===== src/rtl/seq_det_param.sv =====
// Serial pattern detector with a run-time loadable pattern, length and overlap mode.
// dout is a registered one-cycle match pulse; match_cnt is a saturating match counter.
module seq_det_param #(
  parameter int                 PAT_W   = 8,
  parameter int                 LEN_W   = 4,
  parameter int                 CNT_W   = 8,
  parameter logic [PAT_W-1:0]   DEF_PAT = PAT_W'(5),
  parameter logic [LEN_W-1:0]   DEF_LEN = LEN_W'(3),
  parameter logic               DEF_OVL = 1'b1
) (
  input  logic             clock,
  input  logic             reset,
  input  logic             din,
  input  logic             din_valid,
  input  logic             cfg_load,
  input  logic [PAT_W-1:0] pat,
  input  logic [LEN_W-1:0] pat_len,
  input  logic             overlap,
  input  logic             cnt_clr,
  output logic             dout,
  output logic [CNT_W-1:0] match_cnt,
  output logic [LEN_W-1:0] fill
);

  localparam logic [LEN_W-1:0] PAT_W_L = LEN_W'(PAT_W);
  localparam logic [CNT_W-1:0] CNT_MAX = '1;

  logic [PAT_W-1:0] pat_r, pat_next;
  logic [LEN_W-1:0] len_r, len_next;
  logic             ovl_r, ovl_next;
  logic [PAT_W-1:0] hist, hist_next;
  logic [LEN_W-1:0] fill_next;
  logic             dout_next;
  logic [CNT_W-1:0] cnt_next;

  logic [PAT_W-1:0] len_mask;
  logic [PAT_W-1:0] hist_shift;
  logic [LEN_W-1:0] fill_inc;
  logic             hit;

  // Only the low len_r bits of history take part in the comparison.
  genvar gi;
  generate
    for (gi = 0; gi < PAT_W; gi++) begin : g_mask
      localparam logic [LEN_W-1:0] IDX = LEN_W'(gi);
      assign len_mask[gi] = (len_r > IDX);
    end
  endgenerate

  assign hist_shift = {hist[PAT_W-2:0], din};
  assign fill_inc   = (fill >= len_r) ? len_r : fill + LEN_W'(1);
  assign hit        = din_valid && !cfg_load && (len_r != '0) && (fill_inc == len_r) &&
                      (((hist_shift ^ pat_r) & len_mask) == '0);

  always_comb begin
    pat_next  = pat_r;
    len_next  = len_r;
    ovl_next  = ovl_r;
    hist_next = hist;
    fill_next = fill;
    dout_next = 1'b0;
    cnt_next  = match_cnt;

    if (cfg_load) begin
      pat_next  = pat;
      len_next  = (pat_len > PAT_W_L) ? PAT_W_L : pat_len;
      ovl_next  = overlap;
      hist_next = '0;
      fill_next = '0;
    end else if (din_valid) begin
      hist_next = hist_shift;
      // Non-overlapping mode restarts the window so the next match needs fresh bits.
      fill_next = (hit && !ovl_r) ? '0 : fill_inc;
      dout_next = hit;
    end

    if (cnt_clr) begin
      cnt_next = '0;
    end else if (hit && (match_cnt != CNT_MAX)) begin
      cnt_next = match_cnt + CNT_W'(1);
    end
  end

  always_ff @(posedge clock or posedge reset) begin
    if (reset) begin
      pat_r     <= DEF_PAT;
      len_r     <= DEF_LEN;
      ovl_r     <= DEF_OVL;
      hist      <= '0;
      fill      <= '0;
      dout      <= 1'b0;
      match_cnt <= '0;
    end else begin
      pat_r     <= pat_next;
      len_r     <= len_next;
      ovl_r     <= ovl_next;
      hist      <= hist_next;
      fill      <= fill_next;
      dout      <= dout_next;
      match_cnt <= cnt_next;
    end
  end

endmodule


===== config.mk =====
export PLATFORM = sky130hd
export DESIGN_NAME = seq_det_param
export DESIGN_NICKNAME = d
export VERILOG_FILES = /design/src/rtl/seq_det_param.sv
export SDC_FILE = /design/constraint.sdc
export NUM_CORES = 1
export LEC_CHECK = 0
export BUFFER_PORTS_ARGS = -buffer_cell sky130_fd_sc_hd__buf_2
export CAP_MARGIN = 20
export CORE_MARGIN = 2
export CORE_UTILIZATION = 55
export CTS_CLUSTER_DIAMETER = 50
export DETAILED_ROUTE_END_ITERATION = 10
export PLACE_DENSITY_LB_ADDON = 0.3
export SLEW_MARGIN = 20
export SYNTH_ARGS = -nofsm -noshare
export SYNTH_HDL_FRONTEND = slang
export SYNTH_SLANG_ARGS = --single-unit

===== constraint.sdc =====
create_clock -name clock -period 4.2 [get_ports clock]
set_clock_uncertainty 0.2 [all_clocks]
set_input_delay 0.21 -clock clock [delete_from_list [all_inputs] [get_ports clock]]
set_output_delay 0.21 -clock clock [all_outputs]
set_load 0.01 [all_outputs]

==> metrics.txt <==
status=completed; critical path launch point type=register; RSZ-0062 raised after global routing=false; HP Class=primary input to register; Synth top cells by count=28 x dfrtp_1, 13 x nor2_1, 12 x mux2_2, 10 x a21oi_1; Synth area leader=dfrtp_1; Clock transition at path regs=100 ps; chip width=61.7 um; Peak VDD IR=0.248 mV; Achievable Freq=367 MHz; EDFF count, synth=0; Worst setup EP type=register; Async S/R FF share, synth=100%; worst-margin pin slew=883 ps; period utilization=64.9%; via total after detailed routing=1525; placed cell areas=2010 um^2; vias in the first global route=1465; vias per cell=5.69; Buffers on Ports=31; synthesized cell area=1830 um^2; count leader, synth=dfrtp_1; Layout Nets=248; reg2reg setup slack=1470 ps; first-pass GRT wire length=6620 um; drt pass-1 iters=4; Final min period=2730 ps; later-pin clock latency in the skew report=320 ps; Synth Instances=175; Yosys reg bits=33; Req. time, crit path=4220 ps; Hold Crit Depth=2; clock tree buffer depth=2; CTS tree=yes; largest net degree at the start of global routing=34; Wirelength per Cell=14.7 um; crit-path max FO=15; PwrDens=319 nW/um^2; total gr overflow=0; Filler Cells Inserted=254; DRC=0; reg-to-reg startpoint=len_r[1]; Area contributors post-synth=dfrtp_1 38%, mux2_2 7.4%, dfstp_2 7.2%; Num CTS Buffers=5; Synthesis Warnings=0; Critical path origin=len_r[1]; sequential area share after synthesis=45.4%; max capacitance violation total=0; antenna violations before repair=0; Setup TNS Final=0 ps; Slew HR=40.7%; mean post-synth cell area=10.5 um^2; Slew Limit Fails=0; # diodes=0; layout cells sized above 1=27.2%; post-route ant nets=0; RR Endpoint=fill[2]; CTS root buffer=clkbuf_4; arrival time worst endpoint=2740 ps; DP Wirelength=2690 um; crit path kind=register to register; Final setup viols=0; post-layout instance area=2230 um^2; drt total wl=3940 um; core footprint=3100 um^2; Synth-to-Final Area Change=21.7%; Fin. Hold Viols=0; initial drt markers=100; Setup crit end=fill[2]; Lkg Pwr=1.04 nW; Unique masters post-synth=45; Top Ports=32; DIE AREA=3810 um^2; Worst Reg-to-Reg Cells=8; multi-input logic area=928 um^2; Post-Syn Nets=200; Reg area=832 um^2; initial core utilization=59.1%; Core Rows=20; die height=61.7 um; overall routing resource usage=23.7%; clk sink count=33; H-tree depth=2; routability cong.=0.859; Main synth FF type=dfrtp_1; Synth top area share=38.2%
## placed cells by master, fill, tap and decap left out, drive strengths merged, types with 3 or more instances in the layout
master       count
a21oi           10
nand2            9
o31ai            3
o22ai            3
nor3             4
or4              3
inv              9
clkbuf           8
nand2b           3
and3             3
a32o             3
dfrtp           28
ha               6
nand3            6
xnor2            7
buf             32
dfstp            5
nor2            13
dlygate4sd3     16
o21ai            7
mux2            12
mux2i            7
xor2             7
## critical path, stage by stage, from the launching register on
cell and delay, ps:
dfstp_2 610, inv_1 70, ha_1 270, a21oi_1 70
o21ai_2 350, o211ai_2 320, inv_1 250, nand2b_1 130
a221o_1 340
## state kept, by name, summed over array words and instances (netlist names)
name       cells
dout           1
pat_r          8
match_cnt      8
ovl_r          1
hist           7
fill           4
len_r          4
## power by group
group | leakage (nW) | internal (mW) | switching (mW) | total, mW
combinational | 0.581 | 0.0804 | 0.0815 | 0.162
clock | 0.0326 | 0.0826 | 0.0997 | 0.182
sequential | 0.425 | 0.341 | 0.0268 | 0.368
total | 1.04 | 0.504 | 0.208 | 0.712
## per-stage QoR
stage	instances	worst slack [ps]	utilization, %	power (mW)	hold WS [ps]
2_1_floorplan	175	1700	-	0.479	75.5
3_3_place_gp	244	1620	64.8	0.514	110
3_5_place_dp	244	1510	64.8	0.521	116
5_1_grt	268	1240	71.9	0.754	140
4_1_cts	268	1500	71.9	0.717	114
6_report	268	1470	71.9	0.712	123
## routing by layer
layer / share of wire (%) / GRT usage (%) / vias up
met5: 0 / 0 / -
met4: 1.4 / 8.21 / 0
met3: 4.8 / 7.25 / 8
met2: 49 / 38.9 / 63
met1: 44 / 29.9 / 725
li1: - / - / 729
## final cells by class
type                    count  area share, %
inverters                   9           1.51
multi-input cells         126           41.6
flip-flops and latches     33           37.3
clock buffers               8           2.64
well taps                  44           2.47
repair buffers             48           14.5
## logic make-up (layout without fill, tap and decap cells)
kind of cell	Yosys count	count (layout)	synth area share (%)
muxes	19	19	11.2
adders and majority gates	6	6	4.10
AOI/OAI and AO/OA	34	34	12.8
xor gates and xnor gates	14	14	6.69
DFF	33	33	45.4
buffers and inverters	16	65	3.96
and+or+nand+nor	53	53	15.8
## repair_timing
item	in CTS	in global routing
hold buffers	16	0
resized for setup	0	0
buffers inserted	0	0
hold endpoints to repair	49	0
setup endpoints to repair	0	0
## worst min path at each step
stage | from | to | slack, ps
floorplan | pat_len[3] | len_r[0] | 80
global placement | reset | pat_r[7] | 110
detailed placement | reset | pat_r[7] | 120
CTS | din_valid | fill[3] | 110
global route | din_valid | hist[5] | 140
finish | din_valid | fill[3] | 120
No activity file was read; power rests on OpenSTA's default activity.
